[config.mk]
export PLATFORM = sky130hd
export DESIGN_NAME = sc_collision_scheduler_flat
export DESIGN_NICKNAME = d
export VERILOG_FILES = /design/src/rtl/sc_collision_if.sv /design/src/rtl/sc_collision_scheduler.sv /design/src/flat_wrapper.sv
export SDC_FILE = /design/constraint.sdc
export NUM_CORES = 1
export LEC_CHECK = 0
export BUFFER_PORTS_ARGS = -buffer_cell sky130_fd_sc_hd__buf_4
export CORE_ASPECT_RATIO = 0.6
export CORE_MARGIN = 5
export CORE_UTILIZATION = 30
export CTS_CLUSTER_SIZE = 8
export DETAILED_ROUTE_END_ITERATION = 6
export PLACE_DENSITY_LB_ADDON = 0.3
export SYNTH_ARGS = -nofsm -noshare
export SYNTH_HDL_FRONTEND = slang
export SYNTH_SLANG_ARGS = --single-unit
[constraint.sdc]
create_clock -name SC_COLLISION_CLOCK_50 -period 2 [get_ports SC_COLLISION_CLOCK_50]
set_clock_uncertainty 0.05 [all_clocks]
set_input_delay 0.2 -clock SC_COLLISION_CLOCK_50 [delete_from_list [all_inputs] [get_ports SC_COLLISION_CLOCK_50]]
set_output_delay 0.2 -clock SC_COLLISION_CLOCK_50 [all_outputs]
set_load 0.03 [all_outputs]
[src/rtl/sc_collision_if.sv]
// Bus between the collision scheduler and its environment: row/position inputs,
// shared-comparator operands and result, lives/score outputs and a state debug tap.
interface sc_collision_if #(
    parameter int DATAWIDTH   = 8,
    parameter int LIVES_WIDTH = 2
);
    // SC_COLLISION_tick_InHigh is a one-cycle strobe with no ready: the scheduler
    // accepts it only in WAIT, drops it in IDLE/OVER, and drops it with a sticky
    // overrun flag in CMP1/CMP2/UPDATE. Nothing is ever queued.
    logic                   SC_COLLISION_start_InHigh;
    logic                   SC_COLLISION_tick_InHigh;
    logic [DATAWIDTH-1:0]   SC_COLLISION_fila0_In;
    logic [DATAWIDTH-1:0]   SC_COLLISION_posjug1_In;
    logic [DATAWIDTH-1:0]   SC_COLLISION_posjug2_In;
    logic [DATAWIDTH-1:0]   SC_COLLISION_cmpfila_Out;
    logic [DATAWIDTH-1:0]   SC_COLLISION_cmppos_Out;
    logic                   SC_COLLISION_cmpnohit_In;
    logic                   SC_COLLISION_hit1_Out;
    logic                   SC_COLLISION_hit2_Out;
    logic [LIVES_WIDTH-1:0] SC_COLLISION_lives1_Out;
    logic [LIVES_WIDTH-1:0] SC_COLLISION_lives2_Out;
    logic                   SC_COLLISION_busy_Out;
    logic                   SC_COLLISION_overrun_Out;
    logic                   SC_COLLISION_gameover_Out;
    logic [1:0]             SC_COLLISION_winner_Out;
    logic [2:0]             SC_COLLISION_state_Out;

    modport master (
        output SC_COLLISION_start_InHigh, SC_COLLISION_tick_InHigh,
        output SC_COLLISION_fila0_In, SC_COLLISION_posjug1_In, SC_COLLISION_posjug2_In,
        output SC_COLLISION_cmpnohit_In,
        input  SC_COLLISION_cmpfila_Out, SC_COLLISION_cmppos_Out,
        input  SC_COLLISION_hit1_Out, SC_COLLISION_hit2_Out,
        input  SC_COLLISION_lives1_Out, SC_COLLISION_lives2_Out,
        input  SC_COLLISION_busy_Out, SC_COLLISION_overrun_Out,
        input  SC_COLLISION_gameover_Out, SC_COLLISION_winner_Out, SC_COLLISION_state_Out
    );

    modport slave (
        input  SC_COLLISION_start_InHigh, SC_COLLISION_tick_InHigh,
        input  SC_COLLISION_fila0_In, SC_COLLISION_posjug1_In, SC_COLLISION_posjug2_In,
        input  SC_COLLISION_cmpnohit_In,
        output SC_COLLISION_cmpfila_Out, SC_COLLISION_cmppos_Out,
        output SC_COLLISION_hit1_Out, SC_COLLISION_hit2_Out,
        output SC_COLLISION_lives1_Out, SC_COLLISION_lives2_Out,
        output SC_COLLISION_busy_Out, SC_COLLISION_overrun_Out,
        output SC_COLLISION_gameover_Out, SC_COLLISION_winner_Out, SC_COLLISION_state_Out
    );
endinterface

[src/rtl/sc_collision_scheduler.sv]
// Two-player collision scheduler: snapshots row 0 and both positions on a tick and
// time-shares one external comparator over two cycles, then updates lives/winner.
module sc_collision_scheduler #(
    parameter int DATAWIDTH   = 8,
    parameter int LIVES_WIDTH = 2,
    parameter int LIVES_INIT  = 3
) (
    input logic             SC_COLLISION_CLOCK_50,
    input logic             SC_COLLISION_RESET_InHigh,
    sc_collision_if.slave   sc_if
);
    typedef enum logic [2:0] {
        S_IDLE   = 3'd0,
        S_WAIT   = 3'd1,
        S_CMP1   = 3'd2,
        S_CMP2   = 3'd3,
        S_UPDATE = 3'd4,
        S_OVER   = 3'd5
    } state_e;

    localparam logic [LIVES_WIDTH-1:0] LIVES_RELOAD = LIVES_WIDTH'(LIVES_INIT);

    state_e                 state_q, state_d;
    logic [DATAWIDTH-1:0]   fila_s_q, fila_s_d, pos1_s_q, pos1_s_d, pos2_s_q, pos2_s_d;
    logic                   h1_q, h1_d, h2_q, h2_d;
    logic                   hit1_q, hit1_d, hit2_q, hit2_d;
    logic [LIVES_WIDTH-1:0] lives1_q, lives1_d, lives2_q, lives2_d;
    logic [LIVES_WIDTH-1:0] lives1_dec, lives2_dec;
    logic                   overrun_q, overrun_d;
    logic [1:0]             winner_q, winner_d;

    always_ff @(posedge SC_COLLISION_CLOCK_50) begin
        if (SC_COLLISION_RESET_InHigh) state_q <= S_IDLE;
        else                           state_q <= state_d;
    end

    // Saturating decrement for whichever player the comparator flagged.
    always_comb begin
        lives1_dec = (h1_q && lives1_q != '0) ? lives1_q - 1'b1 : lives1_q;
        lives2_dec = (h2_q && lives2_q != '0) ? lives2_q - 1'b1 : lives2_q;
    end

    always_comb begin
        state_d   = state_q;
        fila_s_d  = fila_s_q;
        pos1_s_d  = pos1_s_q;
        pos2_s_d  = pos2_s_q;
        h1_d      = h1_q;
        h2_d      = h2_q;
        hit1_d    = 1'b0;
        hit2_d    = 1'b0;
        lives1_d  = lives1_q;
        lives2_d  = lives2_q;
        overrun_d = overrun_q;
        winner_d  = winner_q;
        if (sc_if.SC_COLLISION_start_InHigh) begin
            state_d   = S_WAIT;
            lives1_d  = LIVES_RELOAD;
            lives2_d  = LIVES_RELOAD;
            overrun_d = 1'b0;
            winner_d  = 2'b00;
        end else begin
            case (state_q)
                S_WAIT: begin
                    if (sc_if.SC_COLLISION_tick_InHigh) begin
                        fila_s_d = sc_if.SC_COLLISION_fila0_In;
                        pos1_s_d = sc_if.SC_COLLISION_posjug1_In;
                        pos2_s_d = sc_if.SC_COLLISION_posjug2_In;
                        state_d  = S_CMP1;
                    end
                end
                S_CMP1: begin
                    h1_d    = ~sc_if.SC_COLLISION_cmpnohit_In;
                    state_d = S_CMP2;
                    if (sc_if.SC_COLLISION_tick_InHigh) overrun_d = 1'b1;
                end
                S_CMP2: begin
                    h2_d    = ~sc_if.SC_COLLISION_cmpnohit_In;
                    state_d = S_UPDATE;
                    if (sc_if.SC_COLLISION_tick_InHigh) overrun_d = 1'b1;
                end
                S_UPDATE: begin
                    hit1_d   = h1_q;
                    hit2_d   = h2_q;
                    lives1_d = lives1_dec;
                    lives2_d = lives2_dec;
                    if (sc_if.SC_COLLISION_tick_InHigh) overrun_d = 1'b1;
                    if (lives1_dec == '0 || lives2_dec == '0) begin
                        state_d  = S_OVER;
                        winner_d = {lives1_dec == '0, lives2_dec == '0} == 2'b11 ? 2'b11 :
                                   (lives1_dec == '0) ? 2'b10 : 2'b01;
                    end else begin
                        state_d = S_WAIT;
                    end
                end
                S_IDLE, S_OVER: ;
                default: state_d = S_IDLE;
            endcase
        end
    end

    always_ff @(posedge SC_COLLISION_CLOCK_50) begin
        if (SC_COLLISION_RESET_InHigh) begin
            fila_s_q  <= '0;
            pos1_s_q  <= '0;
            pos2_s_q  <= '0;
            h1_q      <= 1'b0;
            h2_q      <= 1'b0;
            hit1_q    <= 1'b0;
            hit2_q    <= 1'b0;
            lives1_q  <= LIVES_RELOAD;
            lives2_q  <= LIVES_RELOAD;
            overrun_q <= 1'b0;
            winner_q  <= 2'b00;
        end else begin
            fila_s_q  <= fila_s_d;
            pos1_s_q  <= pos1_s_d;
            pos2_s_q  <= pos2_s_d;
            h1_q      <= h1_d;
            h2_q      <= h2_d;
            hit1_q    <= hit1_d;
            hit2_q    <= hit2_d;
            lives1_q  <= lives1_d;
            lives2_q  <= lives2_d;
            overrun_q <= overrun_d;
            winner_q  <= winner_d;
        end
    end

    // Operands are forced to zero outside the compare slots so an idle comparator reports no hit.
    always_comb begin
        sc_if.SC_COLLISION_cmpfila_Out  = '0;
        sc_if.SC_COLLISION_cmppos_Out   = '0;
        if (state_q == S_CMP1) begin
            sc_if.SC_COLLISION_cmpfila_Out = fila_s_q;
            sc_if.SC_COLLISION_cmppos_Out  = pos1_s_q;
        end else if (state_q == S_CMP2) begin
            sc_if.SC_COLLISION_cmpfila_Out = fila_s_q;
            sc_if.SC_COLLISION_cmppos_Out  = pos2_s_q;
        end
        sc_if.SC_COLLISION_busy_Out     = (state_q == S_CMP1) || (state_q == S_CMP2) ||
                                          (state_q == S_UPDATE);
        sc_if.SC_COLLISION_gameover_Out = (state_q == S_OVER);
        sc_if.SC_COLLISION_hit1_Out     = hit1_q;
        sc_if.SC_COLLISION_hit2_Out     = hit2_q;
        sc_if.SC_COLLISION_lives1_Out   = lives1_q;
        sc_if.SC_COLLISION_lives2_Out   = lives2_q;
        sc_if.SC_COLLISION_overrun_Out  = overrun_q;
        sc_if.SC_COLLISION_winner_Out   = winner_q;
        sc_if.SC_COLLISION_state_Out    = state_q;
    end
endmodule

[src/flat_wrapper.sv]
// flat-port wrapper written by rule: the top's interface ports become plain ports
module sc_collision_scheduler_flat 
#(
    parameter int DATAWIDTH   = 8,
    parameter int LIVES_WIDTH = 2,
    parameter int LIVES_INIT  = 3
)
  (SC_COLLISION_CLOCK_50, SC_COLLISION_RESET_InHigh, sc_if_SC_COLLISION_start_InHigh, sc_if_SC_COLLISION_tick_InHigh, sc_if_SC_COLLISION_fila0_In, sc_if_SC_COLLISION_posjug1_In, sc_if_SC_COLLISION_posjug2_In, sc_if_SC_COLLISION_cmpnohit_In, sc_if_SC_COLLISION_cmpfila_Out, sc_if_SC_COLLISION_cmppos_Out, sc_if_SC_COLLISION_hit1_Out, sc_if_SC_COLLISION_hit2_Out, sc_if_SC_COLLISION_lives1_Out, sc_if_SC_COLLISION_lives2_Out, sc_if_SC_COLLISION_busy_Out, sc_if_SC_COLLISION_overrun_Out, sc_if_SC_COLLISION_gameover_Out, sc_if_SC_COLLISION_winner_Out, sc_if_SC_COLLISION_state_Out);
  sc_collision_if #(.DATAWIDTH(DATAWIDTH), .LIVES_WIDTH(LIVES_WIDTH)) sc_if_i ();
  input logic SC_COLLISION_CLOCK_50;
  input logic SC_COLLISION_RESET_InHigh;
  input wire logic [$bits(sc_if_i.SC_COLLISION_start_InHigh)-1:0] sc_if_SC_COLLISION_start_InHigh;
  input wire logic [$bits(sc_if_i.SC_COLLISION_tick_InHigh)-1:0] sc_if_SC_COLLISION_tick_InHigh;
  input wire logic [$bits(sc_if_i.SC_COLLISION_fila0_In)-1:0] sc_if_SC_COLLISION_fila0_In;
  input wire logic [$bits(sc_if_i.SC_COLLISION_posjug1_In)-1:0] sc_if_SC_COLLISION_posjug1_In;
  input wire logic [$bits(sc_if_i.SC_COLLISION_posjug2_In)-1:0] sc_if_SC_COLLISION_posjug2_In;
  input wire logic [$bits(sc_if_i.SC_COLLISION_cmpnohit_In)-1:0] sc_if_SC_COLLISION_cmpnohit_In;
  output wire logic [$bits(sc_if_i.SC_COLLISION_cmpfila_Out)-1:0] sc_if_SC_COLLISION_cmpfila_Out;
  output wire logic [$bits(sc_if_i.SC_COLLISION_cmppos_Out)-1:0] sc_if_SC_COLLISION_cmppos_Out;
  output wire logic [$bits(sc_if_i.SC_COLLISION_hit1_Out)-1:0] sc_if_SC_COLLISION_hit1_Out;
  output wire logic [$bits(sc_if_i.SC_COLLISION_hit2_Out)-1:0] sc_if_SC_COLLISION_hit2_Out;
  output wire logic [$bits(sc_if_i.SC_COLLISION_lives1_Out)-1:0] sc_if_SC_COLLISION_lives1_Out;
  output wire logic [$bits(sc_if_i.SC_COLLISION_lives2_Out)-1:0] sc_if_SC_COLLISION_lives2_Out;
  output wire logic [$bits(sc_if_i.SC_COLLISION_busy_Out)-1:0] sc_if_SC_COLLISION_busy_Out;
  output wire logic [$bits(sc_if_i.SC_COLLISION_overrun_Out)-1:0] sc_if_SC_COLLISION_overrun_Out;
  output wire logic [$bits(sc_if_i.SC_COLLISION_gameover_Out)-1:0] sc_if_SC_COLLISION_gameover_Out;
  output wire logic [$bits(sc_if_i.SC_COLLISION_winner_Out)-1:0] sc_if_SC_COLLISION_winner_Out;
  output wire logic [$bits(sc_if_i.SC_COLLISION_state_Out)-1:0] sc_if_SC_COLLISION_state_Out;
  assign sc_if_i.SC_COLLISION_start_InHigh = sc_if_SC_COLLISION_start_InHigh;
  assign sc_if_i.SC_COLLISION_tick_InHigh = sc_if_SC_COLLISION_tick_InHigh;
  assign sc_if_i.SC_COLLISION_fila0_In = sc_if_SC_COLLISION_fila0_In;
  assign sc_if_i.SC_COLLISION_posjug1_In = sc_if_SC_COLLISION_posjug1_In;
  assign sc_if_i.SC_COLLISION_posjug2_In = sc_if_SC_COLLISION_posjug2_In;
  assign sc_if_i.SC_COLLISION_cmpnohit_In = sc_if_SC_COLLISION_cmpnohit_In;
  assign sc_if_SC_COLLISION_cmpfila_Out = sc_if_i.SC_COLLISION_cmpfila_Out;
  assign sc_if_SC_COLLISION_cmppos_Out = sc_if_i.SC_COLLISION_cmppos_Out;
  assign sc_if_SC_COLLISION_hit1_Out = sc_if_i.SC_COLLISION_hit1_Out;
  assign sc_if_SC_COLLISION_hit2_Out = sc_if_i.SC_COLLISION_hit2_Out;
  assign sc_if_SC_COLLISION_lives1_Out = sc_if_i.SC_COLLISION_lives1_Out;
  assign sc_if_SC_COLLISION_lives2_Out = sc_if_i.SC_COLLISION_lives2_Out;
  assign sc_if_SC_COLLISION_busy_Out = sc_if_i.SC_COLLISION_busy_Out;
  assign sc_if_SC_COLLISION_overrun_Out = sc_if_i.SC_COLLISION_overrun_Out;
  assign sc_if_SC_COLLISION_gameover_Out = sc_if_i.SC_COLLISION_gameover_Out;
  assign sc_if_SC_COLLISION_winner_Out = sc_if_i.SC_COLLISION_winner_Out;
  assign sc_if_SC_COLLISION_state_Out = sc_if_i.SC_COLLISION_state_Out;
  sc_collision_scheduler #(.DATAWIDTH(DATAWIDTH), .LIVES_WIDTH(LIVES_WIDTH), .LIVES_INIT(LIVES_INIT)) u_core (.SC_COLLISION_CLOCK_50(SC_COLLISION_CLOCK_50), .SC_COLLISION_RESET_InHigh(SC_COLLISION_RESET_InHigh), .sc_if(sc_if_i));
endmodule
* After elaboration in Yosys (flattened, before gate mapping)
Cells that the tools add are included.
W data, S select, Z words.
** Word-level totals
- Register bits after elaboration :: 38
- Bits in latches :: 0
- Bits in writable memories :: 0
- Memory bits (read-only) :: 0
- Bits of input ports :: 29
- Output and inout bits :: 30
- Memories kept :: 0
** Operators by class
- $add $sub $neg :: 2
- Multipliers :: 0
- Div/mod/pow operators :: 0
- $lt $le $gt $ge :: 0
- Equal/unequal tests :: 9
- Shift-type cells :: 0
- Muxes and demuxes :: 12
- Bitwise logic cells :: 4
- Reduce and logical (&&, ||, !) cells :: 21
** Operator list (number)
- $mux W8 :: 4
- $pmux W3 S5 :: 1
- $reduce_and A2 Y1 :: 6
- $mux W2 :: 4
- $eq A3 B2 Y1 const B :: 2
- $eq A3 B3 Y1 const B :: 2
- $mux W3 :: 2
- $reduce_or A3 Y1 :: 2
- $logic_not A2 Y1 :: 2
- $ne A2 B2 Y1 const B :: 2
- $not A1 Y1 :: 4
- $reduce_bool A2 Y1 :: 2
- $reduce_or A2 Y1 :: 2
- $sub A2 B1 Y2 const B :: 2
- $eq A3 B1 Y1 const B :: 1
- $logic_not A3 Y1 :: 1
- $logic_or A1 B1 Y1 :: 3
- $ne A3 B3 Y1 const B :: 1
- $reduce_and A3 Y1 :: 1
- $eq A2 B2 Y1 const B :: 1
- $logic_and A1 B1 Y1 :: 2
- $mux W1 :: 1

* Longest topological paths before layout
- Depth in word-level cells :: 8
- Mapped depth :: 7

* Worst setup path before layout
Ideal clock, no wire load.
- Path type :: register -> output
- Start :: reg u_core.state_q[0] (netlist: u_core.sc_if.SC_COLLISION_state_Out[0])
- End :: out sc_if_SC_COLLISION_cmppos_Out[0]
- Arrival time :: 1.466 ns
- Required time :: 1.750 ns
- Path slack :: 0.284 ns
- Cell stages (with the launch flop) :: 5
- Buffers on the path :: 2
- Path through :: dfxtp_1 > buf_4 > buf_2 > mux2i_1 > nor2_1
** Between the ends
- Word-level cells in the longest chain between the ends :: 3
- Elaborated cells on any way between the ends :: 4
- Those cells by class :: eq/ne: 2; mux: 2
** Ends and longest elaborated chain
- start: declaration :: line sc_collision_scheduler.sv:23 : state_e state_q, state_d;
- start signal: assignment :: line sc_collision_scheduler.sv:34 : else state_q <= state_d;
- $eq A3 B2 Y1 :: line sc_collision_scheduler.sv:137 : end else if (state_q == S_CMP2) begin
- $mux W8 :: line sc_collision_scheduler.sv:137
- $mux W8 (*) :: line sc_collision_scheduler.sv:134 : if (state_q == S_CMP1) begin
- end: declaration :: line flat_wrapper.sv:19 : output wire logic [$bits(sc_if_i.SC_COLLISION_cmppos_Out)-1:0] sc_if_SC_COLLISION_cmppos_Out;
Mark *: on every way between the ends. The rest lies on a longest branch, timed or not.

* Worst setup path after layout
- Start :: reg u_core.state_q[1] (netlist: u_core.sc_if.SC_COLLISION_state_Out[1])
- End :: out sc_if_SC_COLLISION_busy_Out
** Between the ends
- Word-level cells in the longest chain between the ends :: 3
- Elaborated cells on any way between the ends :: 5
- Those cells by class :: eq/ne: 3; reduce/logical: 2
** Ends and longest elaborated chain
- $eq A3 B2 Y1 :: line sc_collision_scheduler.sv:141 : sc_if.SC_COLLISION_busy_Out = (state_q == S_CMP1) || (state_q == S_CMP2) ||
- $logic_or A1 B1 Y1 :: line sc_collision_scheduler.sv:141
- $logic_or A1 B1 Y1 (*) :: line sc_collision_scheduler.sv:141
- end: declaration :: line flat_wrapper.sv:24 : output wire logic [$bits(sc_if_i.SC_COLLISION_busy_Out)-1:0] sc_if_SC_COLLISION_busy_Out;
Marks and branches as above.

==> results.md <==
- Footprint of the multi-input gates: 837 um2
- Share of the clock period used by the worst path: ~90%
- Delay of the slowest cell on the worst path: about 0.53 ns
- Via count: 1499
- Commonest cells after routing, fill and taps aside: buf_4, nand2_1, dfxtp_1
- R2r worst-path depth: 4
- TritonCTS Sinks: 38
- TritonCTS clock tree: yes
- Post-detailed-routing wire length: approximately 4200 um
- Clock buffer count from CTS: 5
- Final critical delay including setup and external delays: 1.81 ns
- Layout area overhead: 34.7%
- Final Worst Setup Slack: 0.192 ns
- Yosys synthesis warning count: 0
- Number of slew-limit violations in the final report: 0
- Core area: 5490 um2
- Portion of total power attributed to combinational logic: 9.0%
- Proportion of power drawn by flip-flops and latches: 53.8%
- Die Area: 7230 um2
- Max-cap violations: 0
- Number of buffers on the longest clock path: 2
- Global-route wire length before repair: a little over 7000 um
- Antenna violations before repair: 0
- Starting density of the core: 30.5%
- VDD IR max: 0.240 mV
- Tightest slew margin relative to the limit: between 50% and 60%
- Drt wl/cell: 12.7 um
- GRT overflow: 0
- Via-to-Cell Ratio: 4.52
- DR DRC count: 0
- Setup WS pre-CTS: 0.175 ns
- Maximum number of pins on one net before global-route repair: 30
- H-tree depth reported by CTS: 2
- Post-CTS clock slew at the launch and capture registers of the worst setup and hold paths: 0.08 ns
- Class of the tightest hold or removal check: input pin to flop
- Synth Register Bits: 38
- Status: complete, no violations
- Post-CTS Hold Fix Bufs: 0
- Die H: approximately 68 um
- Reg2reg end: u_core.pos2_s_q[5]
- Root Driver: clkbuf_8
- Insertion delay to the later sink of the worst-skew pair: around 0.28 ns
- Cell-by-cell trace of the critical path: nor2b_1, buf_4, or2_1, buf_4
- Cell area after synthesis: approximately 1700 um2
- Setup slack of the most critical reg-to-reg path: 0.31 ns
- Crit path to: sc_if_SC_COLLISION_busy_Out
- Number of inserted diodes: 0
- Number of top-level design ports: 59
- Overall power of the completed layout: 1460 uW
- Number of hold violations in the final report: 0
- Crit path required time: 1.75 ns
- Register area share after synthesis: 45.4%
- DPL Wire Length: 3060 um
- Post-cts resize count: 0
- Post-synthesis instance total: a little over 200
- End-of-flow core utilization: 41.1%
- Part of the total power dissipated in the clock network: 37.2%
- Final weighted congestion in routability-driven placement: 0.713
- Setup Crit Path Kind: flop to output port
- Highest Clock Rate: 553 MHz
- Total negative slack: 0 ns
- Source of the worst hold timing path: sc_if_SC_COLLISION_cmpnohit_In
- Net switching power of the design: 341 uW
- Quantity of I/O buffers inserted on ports: 58
- Number of library cell types mapped by synthesis: 31
- Detailed Route Iter0 Violations: 35
- Final-layout worst hold slack: 0.0529 ns
- Net switching fraction of the power: about a quarter
- Leakage: between 0.0009 and 0.001 uW
- Floorplan die width: 106 um
- Placement row count: 21
- Power per cell area: between 600 and 700 nW/um2
- Critical Path Source: u_core.sc_if.SC_COLLISION_state_Out[1]
- Pre-Repair DR Iteration Count: 4
- Via count of the first global-routing pass: 1442
- Launching point of the worst reg2reg path: u_core.sc_if.SC_COLLISION_state_Out[0]
- Buffers inserted by post-CTS timing repair: 0
- Layout cell share with drive strength beyond 1: between 20% and 30%
- Total setup violations reported at the end of the flow: 0
- Internal power: 1110 uW
- Critical path arrival: 1.56 ns
- Synthesized area per cell: 8.21 um2
- Maximum fanout encountered on the critical timing path: 8
- Unrepaired setup endpoints after global routing: no
- Register area: 761 um2
- Max stage delay cell, worst path: dfxtp_1
- Fill count: 560
- Element type at the critical path start: flop
- Cell occurring most often along the worst timing path: buf_4
- Slew at the pin closest to its max-slew limit: 0.634 ns
- Final #Nets: 293
- Net Count, Synth: 235
- CP Capture Type: output port
- Overall fraction of global-route tracks in use: 12.5%
- Commonest non-fill, non-tap cell in the layout: buf_4
- Remaining number of nets flagged by the antenna check after routing: 0
==> cell usage after synthesis, drive strengths merged <==
| cell type | n | share of area, % |
|---|---|---|
| nor2b | 5 | 1.9 |
| nor3b | 2 | 1.6 |
| dfxtp | 38 | 45 |
| buf | 8 | 3.3 |
| a211oi | 3 | 1.3 |
| nor2 | 14 | 3.1 |
| ha | 2 | 1.5 |
| nand2 | 56 | 13 |
| xnor2 | 2 | 1.0 |
| nand4b | 2 | 1.0 |
| o211ai | 2 | 0.90 |
| and2 | 9 | 3.4 |
| nand2b | 2 | 0.75 |
| or3 | 1 | 0.37 |
| o21ai | 2 | 0.60 |
| o21bai | 1 | 0.45 |
| nand3b | 1 | 1.2 |
| inv | 4 | 0.90 |
| mux2i | 8 | 4.8 |
| a21oi | 29 | 8.7 |
| clkbuf | 3 | 0.67 |
| and3 | 2 | 0.75 |
| or2 | 2 | 0.75 |
| a31o | 2 | 1.0 |
| o31ai | 2 | 0.90 |
| nor3 | 2 | 1.2 |
==> how the worst min path moves through the flow <==
stage | endpoint | cells past startpoint
after detailed placement | u_core.h2_q | 2
final | u_core.h2_q | 2
after CTS | u_core.h2_q | 2
after floorplan | u_core.h2_q | 1
after global routing | u_core.h2_q | 2
after global placement | u_core.h1_q | 2
==> kinds of logic after synthesis <==
| family | after synthesis | synth area share [%] |
|---|---|---|
| simple gates | 98 | 28.5 |
| compound gates | 41 | 13.9 |
| flops | 38 | 45.4 |
| buf+inv | 15 | 4.85 |
| mux | 8 | 4.78 |
| xor+xnor | 2 | 1.05 |
| fa+ha+maj | 2 | 1.49 |
==> state kept, by name, indices dropped and copies added, names as in the netlist <==
register and count:
u_core.sc_if.SC_COLLISION_lives2_Out 2, u_core.sc_if.SC_COLLISION_state_Out 3, u_core.sc_if.SC_COLLISION_overrun_Out 1, u_core.sc_if.SC_COLLISION_hit1_Out 1
u_core.fila_s_q 8, u_core.pos1_s_q 8, u_core.sc_if.SC_COLLISION_hit2_Out 1, u_core.h2_q 1
u_core.h1_q 1, u_core.sc_if.SC_COLLISION_winner_Out 2, u_core.pos2_s_q 8, u_core.sc_if.SC_COLLISION_lives1_Out 2
==> critical path, delay by kind of cell (launching register included) <==
kind                   cells  cell delay, ns
DFF                        1            0.53
and+or+nand+nor            2            0.40
buffers and inverters      2            0.35
==> metrics by stage <==
step / cell area [um2] / std cells
after global placement: 2160 / 324
after CTS: 2250 / 332
after global routing: 2260 / 332
after detailed placement: 2160 / 324
after floorplan: 1680 / 204
final: 2260 / 332
==> final cells by class <==
cell class	count	area share, %
multi-input cells	151	37.1
well taps	69	3.83
flip-flops and latches	38	33.7
clock buffers	7	3.83
clock inverters	1	0.222
inverters	4	0.666
repair buffers	62	20.6
==> metal layers <==
metal / vias to the layer above / track usage (%) / routed length (um)
met5: - / 0 / 0
met4: 0 / 3.83 / 47
met3: 5 / 4.24 / 317
met2: 43 / 17.8 / 1660
met1: 662 / 17.8 / 2190
li1: 789 / - / -
==> power by group through the flow <==
stage                     Combinational, uW  Sequential, uW  Clock (uW)
after floorplan                        68.2             799           0
after global placement                  132             800           0
after detailed placement                134             800           0
after CTS                               134             783         562
after global routing                    147             785         614
final                                   132             783         541
Power figures use the tool's default switching activity.
